$ cat config.mk
export PLATFORM = sky130hd
export DESIGN_NAME = uart_aes_bridge
export DESIGN_NICKNAME = d
export VERILOG_FILES = /design/src/rtl/uart_aes_pkg.sv /design/src/rtl/uart_aes_txser.sv /design/src/rtl/uart_aes_bridge.sv
export SDC_FILE = /design/constraint.sdc
export NUM_CORES = 1
export LEC_CHECK = 0
export CAP_MARGIN = 25
export CORE_MARGIN = 8
export CORE_UTILIZATION = 56
export DETAILED_ROUTE_END_ITERATION = 7
export GPL_TIMING_DRIVEN = 0
export PLACE_DENSITY_LB_ADDON = 0.12
export SYNTH_ARGS = -nofsm -noshare
export SYNTH_HDL_FRONTEND = slang
export SYNTH_SLANG_ARGS = --single-unit
$ cat constraint.sdc
create_clock -name clk -period 6.2 [get_ports clk]
set_clock_uncertainty 0.2 [all_clocks]
set_input_delay 1.24 -clock clk [delete_from_list [all_inputs] [get_ports clk]]
set_output_delay 1.24 -clock clk [all_outputs]
set_load 0.03 [all_outputs]
$ cat src/rtl/uart_aes_pkg.sv
// Shared constants and types for the UART <-> AES command bridge.
// Optional CBC chaining is enabled by defining AES_CBC_EN.
package uart_aes_pkg;

  localparam logic [7:0] OP_KEY128 = 8'h4B;  // 'K'
  localparam logic [7:0] OP_KEY256 = 8'h4C;  // 'L'
  localparam logic [7:0] OP_ENC    = 8'h45;  // 'E'
  localparam logic [7:0] OP_DEC    = 8'h44;  // 'D'
  localparam logic [7:0] OP_IV     = 8'h49;  // 'I'

  localparam logic [7:0] ACK_DEF = 8'h06;
  localparam logic [7:0] NAK_DEF = 8'h15;
  localparam logic [7:0] TMO_DEF = 8'h18;

  typedef enum logic [2:0] {
    IDLE, COLLECT, AES_START, AES_WAIT_LO, AES_WAIT_HI, TX_LOAD, TX_PULSE, TX_WAIT
  } state_t;

  // Opcodes that open a payload-carrying frame
  function automatic logic op_known(input logic [7:0] op);
`ifdef AES_CBC_EN
    return (op == OP_KEY128) || (op == OP_KEY256) || (op == OP_ENC) ||
           (op == OP_DEC) || (op == OP_IV);
`else
    return (op == OP_KEY128) || (op == OP_KEY256) || (op == OP_ENC) || (op == OP_DEC);
`endif
  endfunction

endpackage

$ cat src/rtl/uart_aes_txser.sv
// Byte serializer: shifts out up to 16 bytes MSB-first through the UART
// tx handshake. load_last is the index of the final byte (0 = one byte).
module uart_aes_txser
  import uart_aes_pkg::*;
(
  input  logic         clk,
  input  logic         rst_n,
  input  logic         load,
  input  logic [127:0] load_data,
  input  logic [3:0]   load_last,
  input  logic         tx_busy,
  output logic [7:0]   tx_data,
  output logic         tx_start,
  output logic         done
);

  state_t       st;
  logic [127:0] sh;
  logic [3:0]   rem;
  logic         guard;

  // Handshake FSM: present byte, request when tx idle, skip one guard cycle
  // so tx_busy has time to rise, then wait for the transmitter to drain.
  always_ff @(posedge clk or negedge rst_n) begin
    if (!rst_n) begin
      st       <= IDLE;
      sh       <= '0;
      rem      <= '0;
      guard    <= 1'b0;
      tx_data  <= '0;
      tx_start <= 1'b0;
      done     <= 1'b0;
    end else begin
      tx_start <= 1'b0;
      done     <= 1'b0;
      case (st)
        IDLE: if (load) begin
          sh  <= load_data;
          rem <= load_last;
          st  <= TX_LOAD;
        end
        TX_LOAD: begin
          tx_data <= sh[127:120];
          st      <= TX_PULSE;
        end
        TX_PULSE: if (!tx_busy) begin
          tx_start <= 1'b1;
          guard    <= 1'b1;
          st       <= TX_WAIT;
        end
        TX_WAIT: begin
          if (guard) guard <= 1'b0;
          else if (!tx_busy) begin
            if (rem == 4'd0) begin
              done <= 1'b1;
              st   <= IDLE;
            end else begin
              sh  <= {sh[119:0], 8'h00};
              rem <= rem - 4'd1;
              st  <= TX_LOAD;
            end
          end
        end
        default: st <= IDLE;
      endcase
    end
  end

endmodule

$ cat src/rtl/uart_aes_bridge.sv
// Framed UART command processor in front of an aes_core: key load (K/L),
// encrypt/decrypt (E/D), ACK/NAK/timeout status, sticky overrun flag.
// Define AES_CBC_EN to add the 'I' opcode and CBC chaining.
module uart_aes_bridge
  import uart_aes_pkg::*;
#(
  parameter int         TIMEOUT_CLKS = 5000000,
  parameter logic [7:0] ACK_BYTE     = ACK_DEF,
  parameter logic [7:0] NAK_BYTE     = NAK_DEF,
  parameter logic [7:0] TMO_BYTE     = TMO_DEF
) (
  input  logic         clk,
  input  logic         rst_n,
  input  logic [7:0]   rx_data,
  input  logic         rx_valid,
  output logic [7:0]   tx_data,
  output logic         tx_start,
  input  logic         tx_busy,
  output logic         aes_init,
  output logic         aes_next,
  output logic         aes_encdec,
  output logic         aes_keylen,
  output logic [255:0] aes_key,
  output logic [127:0] aes_block,
  input  logic         aes_ready,
  input  logic [127:0] aes_result,
  output logic         key_valid,
  output logic         overrun,
  output logic         busy
);

  state_t       st;
  logic [7:0]   op;
  logic [4:0]   cnt;
  logic [31:0]  tmo;
  logic [255:0] key_r;
  logic [127:0] blk_r;
  logic         tx_ld;
  logic [127:0] tx_word;
  logic [3:0]   tx_last;
  logic         tx_done;
  logic         is_key;
  logic [4:0]   last_idx;
  logic [127:0] resp;

  assign is_key   = (op == OP_KEY128) || (op == OP_KEY256);
  assign last_idx = (op == OP_KEY256) ? 5'd31 : 5'd15;
  assign busy     = (st != IDLE);
  assign aes_key  = key_r;

`ifdef AES_CBC_EN
  logic [127:0] chain;
  assign aes_block = (op == OP_ENC) ? (blk_r ^ chain) : blk_r;
  assign resp      = (op == OP_DEC) ? (aes_result ^ chain) : aes_result;
`else
  assign aes_block = blk_r;
  assign resp      = aes_result;
`endif

  // Frame FSM: collect payload, drive the core, hand the reply to txser
  always_ff @(posedge clk or negedge rst_n) begin
    if (!rst_n) begin
      st         <= IDLE;
      op         <= '0;
      cnt        <= '0;
      tmo        <= '0;
      key_r      <= '0;
      blk_r      <= '0;
      key_valid  <= 1'b0;
      overrun    <= 1'b0;
      aes_init   <= 1'b0;
      aes_next   <= 1'b0;
      aes_encdec <= 1'b0;
      aes_keylen <= 1'b0;
      tx_ld      <= 1'b0;
      tx_word    <= '0;
      tx_last    <= '0;
`ifdef AES_CBC_EN
      chain      <= '0;
`endif
    end else begin
      aes_init <= 1'b0;
      aes_next <= 1'b0;
      tx_ld    <= 1'b0;
      if (rx_valid && (st != IDLE) && (st != COLLECT)) overrun <= 1'b1;
      case (st)
        IDLE: if (rx_valid) begin
          if (op_known(rx_data)) begin
            op  <= rx_data;
            cnt <= '0;
            tmo <= '0;
            st  <= COLLECT;
          end else begin
            tx_word <= {NAK_BYTE, 120'h0};
            tx_last <= 4'd0;
            tx_ld   <= 1'b1;
            st      <= TX_LOAD;
          end
        end
        COLLECT: begin
          // A byte on the expiry cycle wins over the timeout
          if (rx_valid) begin
            tmo <= '0;
            if (op == OP_KEY256)      key_r          <= {key_r[247:0], rx_data};
            else if (op == OP_KEY128) key_r[255:128] <= {key_r[247:128], rx_data};
            else                      blk_r          <= {blk_r[119:0], rx_data};
            if (cnt == last_idx) st <= AES_START;
            else                 cnt <= cnt + 5'd1;
          end else if ((TIMEOUT_CLKS != 0) && (tmo == 32'(TIMEOUT_CLKS - 1))) begin
            tx_word <= {TMO_BYTE, 120'h0};
            tx_last <= 4'd0;
            tx_ld   <= 1'b1;
            st      <= TX_LOAD;
          end else begin
            tmo <= tmo + 32'd1;
          end
        end
        AES_START: begin
          if (is_key) begin
            if (aes_ready) begin
              aes_init   <= 1'b1;
              aes_keylen <= (op == OP_KEY256);
              key_valid  <= 1'b0;
              // 128-bit keys occupy the top half only
              if (op == OP_KEY128) key_r[127:0] <= '0;
              st <= AES_WAIT_LO;
            end
`ifdef AES_CBC_EN
          end else if (op == OP_IV) begin
            chain   <= blk_r;
            tx_word <= {ACK_BYTE, 120'h0};
            tx_last <= 4'd0;
            tx_ld   <= 1'b1;
            st      <= TX_LOAD;
`endif
          end else if (!key_valid) begin
            tx_word <= {NAK_BYTE, 120'h0};
            tx_last <= 4'd0;
            tx_ld   <= 1'b1;
            st      <= TX_LOAD;
          end else if (aes_ready) begin
            aes_next   <= 1'b1;
            aes_encdec <= (op == OP_ENC);
            st         <= AES_WAIT_LO;
          end
        end
        AES_WAIT_LO: if (!aes_ready) st <= AES_WAIT_HI;
        AES_WAIT_HI: if (aes_ready) begin
          tx_ld <= 1'b1;
          st    <= TX_LOAD;
          if (is_key) begin
            key_valid <= 1'b1;
            tx_word   <= {ACK_BYTE, 120'h0};
            tx_last   <= 4'd0;
`ifdef AES_CBC_EN
            chain     <= '0;
`endif
          end else begin
            tx_word <= resp;
            tx_last <= 4'd15;
`ifdef AES_CBC_EN
            chain   <= (op == OP_ENC) ? aes_result : blk_r;
`endif
          end
        end
        TX_LOAD: if (tx_done) st <= IDLE;
        default: st <= IDLE;
      endcase
    end
  end

  uart_aes_txser u_txser (
    .clk       (clk),
    .rst_n     (rst_n),
    .load      (tx_ld),
    .load_data (tx_word),
    .load_last (tx_last),
    .tx_busy   (tx_busy),
    .tx_data   (tx_data),
    .tx_start  (tx_start),
    .done      (tx_done)
  );

endmodule

* Yosys cells after proc, flatten, opt, wreduce, memory -nomap -nowiden
Cells that the tools add are included.
Word-level totals: flip-flop bits (word level) 717, input port bits 141, output and inout port bits 400, word-level logic and storage cells 194
Operators by class: $add $sub $neg 3, eq/ne operators 43, mux-type cells 91, bitwise logic cells 3, reduce and logical (&&, ||, !) cells 31
Operators with widths (number):
- 128-bit 2-to-1 mux | 19
- 128-bit one-hot mux with 2 select lines | 2
- 128-bit one-hot mux with 4 select lines | 1
- 32-bit 2-to-1 mux | 4
- 32-bit one-hot mux with 2 select lines | 1
- 8-bit by 7-bit equality test with 1-bit output, second input constant | 7
- 3-bit 2-to-1 mux | 16
- 4-bit 2-to-1 mux | 12
- 2-bit inequality test, second input constant | 21
- 32-bit by 1-bit adder with 32-bit output, second input constant | 1
- 32-bit by 23-bit equality test with 1-bit output, second input constant | 1
- 5-bit 2-to-1 mux | 5
- 1-bit 2-to-1 mux | 23
- 3-bit one-hot mux with 6 select lines | 1
- 4-bit one-hot mux with 4 select lines | 1
- 4-bit AND reduction | 4
- 3-bit equality test, second input constant | 5
- 5-bit AND reduction | 3
- 3-bit one-hot mux with 4 select lines | 1
- 6-bit AND reduction | 2
- 2-bit nonzero test | 6
- 5-bit one-hot mux with 2 select lines | 1
- 3-bit inequality test, second input constant | 3
- 3-bit AND reduction | 3
- other kinds (19) | 28

* Depth between registers and ports, before layout
Gate-level depths: netlist of the first run.
depth in word-level cells 7, depth in mapped cells 12, mapped depth without buffers 7

* Hierarchy
From an unflattened synthesis of the first run, not the netlist that was laid out.
Second synthesis, totals: cells, all modules 2521, area total of the unflattened synthesis 28862.7 µm²
By module, submodules not included:
- uart_aes_bridge | times used 1, cells an instance 1764, area an instance 22208.8 µm², sequential area each 14213.6 µm²
- uart_aes_txser | times used 1, cells an instance 757, area an instance 6653.9 µm², sequential area each 3653.5 µm²

* Worst setup path before layout of the first run
No wires, ideal clock.
kind input -> register, start point input port rx_data[4], end point register tx_word[120], library setup time 0.125 ns, data arrival time 2.922 ns, required time 5.875 ns, slack 2.953 ns, stages on the path 6, path buffers 1, cells stage by stage or4b_1 nor2_1 o21ai_1 a222oi_1 buf_2 mux2_2
Between the ends: word-level cells in the longest chain between the ends 6, elaborated cells on any way between the ends 9, classes of those cells 5 x eq/ne; 4 x reduce/logical
Ends and longest elaborated chain:
- start, declared | line uart_aes_bridge.sv:14 | input logic [7:0] rx_data,
- 8-bit by 7-bit equality test with 1-bit output | line uart_aes_pkg.sv:25 | return (op == OP_KEY128) || (op == OP_KEY256) || (op == OP_ENC) || (op == OP_DEC);
- 1-bit logical OR (2 in series) | line uart_aes_pkg.sv:25
- 1-bit logical OR * | line uart_aes_pkg.sv:25
- 2-bit inequality test (no line) *
- 8-bit AND reduction (no line) *
- end signal, assigned | line uart_aes_bridge.sv:94 | tx_word <= {NAK_BYTE, 120'h0};
- end signal, assigned | line uart_aes_bridge.sv:110 | tx_word <= {TMO_BYTE, 120'h0};
- end signal, assigned | line uart_aes_bridge.sv:137 | tx_word <= {NAK_BYTE, 120'h0};
- end, declared | line uart_aes_bridge.sv:39 | logic [127:0] tx_word;
Every way passes the cells marked *; elsewhere a longest branch is shown, timed or not. A chain may end at the register's enable or synchronous reset.

* Final worst setup path of the first run
start point input port rx_data[4], end point register tx_word[43]
Same word-level chain as after synthesis.

==> results.cfg, run 1 <==
[outcome]
status = complete, no violations

[routing]
vias = 21200
drtPass1Iterations = 6
ant_nets = 0
vias_per_cell = 5.69
drc_errors = 0
routed_wl_um = 83500
wl_per_cell_um = 22.4
drtIter0Drc = 1638

[global_routing]
grt_pass1_wl_um = 130000
antenna_found_initial = 6
grt_max_degree = 117
grt_overflow = 0
grt_pass1_vias = 21700
grt.total_usage_pct = 28.0

[placed_design]
dpl.hpwl_um = 62900
numPortBuffers = 540
gp_congestion = 0.880

[cts]
clock_latency_ps = 590
clockRootBuffer = clkbuf_16
clk_pin_slew_ps = 60
cts_max_level = 3
clockBufferDepth = 3
cts_resized = 0
cts_buffers = 72
numClockSinks = 714
cts_tree = yes
holdBufCountCts = 0
cts_setup_buffers = 0

[power]
peakVddDrop_mv = 0.254
powerDensity_nw_per_um2 = 393
leakagePower_nw = 17.7

[sta]
hold_ws_ps = 255
post-route-min-period_ps = 3950
max_clock_freq_ghz = 0.253
setup_viol = 0
slew_viol_final = 0
fin_setup_tns_ps = 0
max-slew-margin-rel_pct = 44.7
worst_slew_pin_slew_ps = 825
timing.final.crit_share_pct = 63.7
rsz0062_at_grt = false
hold_viol_final = 0

[worst_setup_path]
r2r_start = op[5]
r2r_slack_ps = 2620
crit_family = buffers and inverters
crit_chain = clkdlybuf4s50_1 -> or4b_1 -> nor2_1 -> o21ai_1 -> a222oi_1 -> buf_2 -> buf_4 -> a22o_1
reg2regPathDepth = 7
critical-path-max-stage-delay_ps = 650
startpoint_type = primary input
crit_path_start = rx_data[4]
critPathBufInv = 3
required_ps = 6520
rr_endpoint = aes_key[248]
crit_path_end = tx_word[43]
crit_type = in -> reg
crit_fanout = 10
crit_path_end_kind = flop
slowest_stage = or4b_1
critical_path_arrival_ps = 4270
crit_cells = 8

[synth]
ys_warn_count = 0
synthFlopType = dfrtp_1
synth_cells = 2376
synthArstFlopShare_pct = 100
synth_area_per_cell_um2 = 12.0
synth_seq_cells = 714
synth_area_um2 = 28500
synth_area_leader_cell = dfrtp_1
synth.distinct_cells = 55
synth_area_leaders = dfrtp_1, mux2_2, nand2_1
ys_seq_area_share_pct = 62.6
syn_nets = 2520
synth_top_area_share_pct = 62.6
synth_edf_count = 0

[cells_and_area]
nets = 3141
drive_above_1_share_pct = 14.0
fill_cells = 3390
syn_to_final_growth_pct = 31.3

[die]
fp-row-count = 82
ioPinCount = 541
initial_core_util_pct = 56.7
die-area_um2 = 58400
die_w_um = 242
die_y_um = 242
coreArea_um2 = 50300

[run]
drv_cap = 0

[min_path]
holdCritPathClass = reg -> reg
-- routing by layer --
layer	vias up	share of wire [%]	track usage, %
met4	4	4.5	12.3
met1	10700	39	34.1
met5	-	0.026	0
met3	188	5.8	5.91
met2	741	51	48.0
li1	9570	-	-
-- registers in the layout (all words and copies together), names as in the netlist, 3 cells and up --
name             cells
tmo                 32
op                   8
aes_block          128
u_txser.rem          4
cnt                  5
u_txser.sh         128
u_txser.st           3
u_txser.tx_data      8
aes_key            256
tx_word            128
st                   3
-- through the flow --
step	instances	util, %	setup WS [ps]	total power (W)	area (µm²)
after floorplan	2376	-	2950	0.00853	28500
after global placement	3588	69.2	-26680	0.0101	34800
after detailed placement	3595	69.5	1680	0.0102	35000
after CTS	3725	74.5	2300	0.0148	37400
after global routing	3729	74.5	2120	0.0154	37500
final	3729	74.5	2250	0.0147	37500
-- worst min path at each step --
| stage | from | to | slack (ps) | cells past startpoint |
|---|---|---|---|---|
| after floorplan | op[6] | op[6] | 230 | 1 |
| after global routing | op[6] | op[6] | 280 | 1 |
| after CTS | op[6] | op[6] | 260 | 1 |
| after detailed placement | op[6] | op[6] | 240 | 1 |
| after global placement | op[6] | op[6] | 240 | 1 |
| final | op[6] | op[6] | 260 | 1 |
-- kinds of logic after synthesis --
| family | Yosys count | share of synthesized area (%) |
|---|---|---|
| DFF | 714 | 62.6 |
| and+or+nand+nor | 597 | 8.86 |
| AOI/OAI and AO/OA | 477 | 10.3 |
| muxes | 395 | 15.0 |
| buffers and inverters | 172 | 2.49 |
| xor gates and xnor gates | 18 | 0.553 |
| adders and majority gates | 3 | 0.132 |
-- placed cells by master, fill, tap and decap left out, drive strengths merged, types with 5 or more instances in the layout --
cell	netlist	routed
dfrtp	714	714
clkdlybuf4s50	0	539
nand2	439	439
o21ai	293	293
mux2	264	264
clkbuf	122	226
mux2i	131	131
a22o	123	123
nor2	53	53
buf	35	43
a21oi	23	23
inv	15	18
nor3	16	16
nand3	16	16
clkinv	0	14
nand4	12	12
a31oi	12	12
xnor2	11	11
nand2b	9	9
nor4	9	9
and2	7	7
xor2	7	7
bufinv	0	7
or3	5	5
and3	5	5
o31ai	5	5
-- final cells by class --
class                           count  area, µm²  area share (%)
Sequential cell                   714      17900            47.7
Multi-Input combinational cell   1490       9960            26.6
Timing Repair Buffer              547       5580            14.9
Clock buffer                      104       2170            5.79
Tap cell                          672        841            2.24
Buffer                            157        654            1.75
Clock inverter                     26        322           0.858
Inverter                           15       56.3           0.150
Antenna cell                        4       10.0          0.0267
-- power by group --
part	leakage, nW	internal [W]	switching [W]
combinational	6.84	0.00162	0.00225
clock	1.23	0.00273	0.00178
sequential	9.58	0.00563	0.000698
total	17.7	0.00998	0.00473
-- synth_stat cells (16+ instances only) --
| master | instances |
|---|---|
| dfrtp_1 | 714 |
| nand2_1 | 439 |
| clkbuf_1 | 122 |
| buf_2 | 22 |
| nand3_1 | 16 |
| mux2i_1 | 131 |
| mux2_2 | 264 |
| o21ai_1 | 17 |
| nor3_1 | 16 |
| a22o_1 | 123 |
| nor2_1 | 53 |
| o21ai_0 | 276 |
| a21oi_1 | 23 |
-- worst reg2reg max path, stage by stage, from the launching register on --
cell      delay (ps)
dfrtp_1          380
nor4b_2          560
nand2_1          160
nor2_1           430
nand2_1          440
clkbuf_1         450
clkbuf_1         440
mux2_2           400
No activity file was read; power rests on OpenSTA's default activity.
==> inputs of run 2 (changes only) <==
Settings changed: CORE_UTILIZATION 56 to 52.
Clock period 6.2 ns to 4.1 ns, I/O delays scaled along.
==> results.cfg, run 2 (synthesized netlist as in run 1, its figures left out) <==
[worst_setup_path]
required_ps = 4380
crit_type = reg -> reg
startpoint_type = flop
slowest_stage = nor4b_2
critical-path-max-stage-delay_ps = 580
crit_path_end_kind = flop
r2r_slack_ps = 440
crit_fanout = 10
critical_path_arrival_ps = 3940
crit_chain = nor4b_2 -> nand2_1 -> nor2_1 -> nand2_1 -> clkbuf_1 -> clkbuf_1 -> mux2_2

[cells_and_area]
drive_above_1_share_pct = 13.7
nets = 3146
fill_cells = 4031
syn_to_final_growth_pct = 31.2
layout_commonest_cell = dfrtp_1
largest_reg_flops = 256
ff_latch_area_um2 = 17900
multiInputGateArea_um2 = 9960
layout_common_cells = dfrtp_1, clkdlybuf4s50_1, nand2_1

[placed_design]
numPortBuffers = 540
gp_congestion = 0.877
dpl.hpwl_um = 63300
pre_cts_slack_ps = 33.3

[global_routing]
grt_overflow = 0
grt_pass1_wl_um = 130000
grt_pass1_vias = 21600
antenna_found_initial = 8
grt_max_degree = 113
grt.total_usage_pct = 26.2

[cts]
cts_resized = 0
cts_setup_buffers = 0
clockRootBuffer = clkbuf_16
cts_max_level = 3
clockBufferDepth = 3
cts_buffers = 74
clock_latency_ps = 610
cts_tree = yes
clk_pin_slew_ps = 60
numClockSinks = 714

[power]
peakVddDrop_mv = 0.441
leakagePower_nw = 17.6
powerDensity_nw_per_um2 = 588
power_w = 0.0220

[sta]
slew_viol_final = 0
hold_viol_final = 0
worst_slew_pin_slew_ps = 810
setup_viol = 0
max_clock_freq_ghz = 0.273
worst_slack_ps = 442
fin_setup_tns_ps = 0
max-slew-margin-rel_pct = 45.7
post-route-min-period_ps = 3660
rsz0062_at_grt = false
timing.final.crit_share_pct = 89.2

[die]
coreArea_um2 = 54700
initial_core_util_pct = 52.2
die_y_um = 250
fp-row-count = 86
ioPinCount = 541
die-area_um2 = 62600
die_w_um = 250

[routing]
ant_nets = 0
vias_per_cell = 5.57
drtIter0Drc = 1341
routed_wl_um = 83700
drc_errors = 0
wl_per_cell_um = 22.2
drtPass1Iterations = 5
vias = 21000

[min_path]
holdCritPathClass = reg -> reg

[outcome]
status = complete, no violations

[run]
drv_cap = 0
-- run 2: changes by cell type in the layout (fill, tap and decap cells not counted), sizes merged --
cell / before / now
buf: 43 / 45
bufinv: 7 / 1
clkbuf: 226 / 241
clkinv: 14 / 7
clkinvlp: 2 / 0
dlygate4sd3: 0 / 1
inv: 18 / 19
-- run 2: power by group --
| group | switching (W) | internal [W] |
|---|---|---|
| Clock | 0.00273 | 0.00386 |
| Combinational | 0.00344 | 0.00245 |
| Sequential | 0.00102 | 0.00851 |
| Total | 0.00719 | 0.0148 |
-- run 2: what timing repair did --
item | CTS | global route
endpoints found under the hold margin | 52 | 0
hold buffers | 1 | 0
endpoints found under the setup margin | 0 | 0
-- run 2: per-stage QoR --
stage	hold slack, ps	instance area [µm²]	utilization [%]	cells
floorplan	225	28500	-	2376
global placement	243	34800	63.7	3620
detailed placement	248	35000	64.1	3628
CTS	262	37400	68.5	3760
global route	272	37400	68.5	3765
finish	262	37400	68.5	3765
-- run 2: area by class of cell --
type / count / share of cell area [%]
repair buffers: 550 / 15.0
plain buffers: 157 / 1.75
multi-input cells: 1490 / 26.6
flip-flops and latches: 714 / 47.7
well taps: 704 / 2.35
clock inverters: 12 / 0.328
inverters: 15 / 0.150
clock buffers: 119 / 6.05
diodes: 4 / 0.0267
-- run 2: metal layers --
layer / vias up / wire length (µm) / GRT usage (%)
met4: 8 / 3690 / 11.8
li1: 9594 / - / -
met5: - / 56 / 0
met2: 666 / 41400 / 44.2
met3: 154 / 5050 / 5.95
met1: 10600 / 33500 / 32.2
-- run 2: critical path, delay by kind of cell, from the launching register on --
family	cells	cell delay, ps
DFF	1	380
and+or+nand+nor	4	1740
muxes	1	370
buffers and inverters	2	860
-- run 2: path summary, 6_finish.rpt --
| path | cells after the start | start | to |
|---|---|---|---|
| worst max-delay path | 7 | op[5] | aes_key[250] |
| min in group asynchronous | 2 | rst_n | aes_block[86] |
| worst min register to register | 1 | op[6] | op[6] |
| worst max register to register | 7 | op[5] | aes_key[250] |
| worst min-delay path | 1 | op[6] | op[6] |
| max in group asynchronous | 5 | rst_n | aes_key[42] |
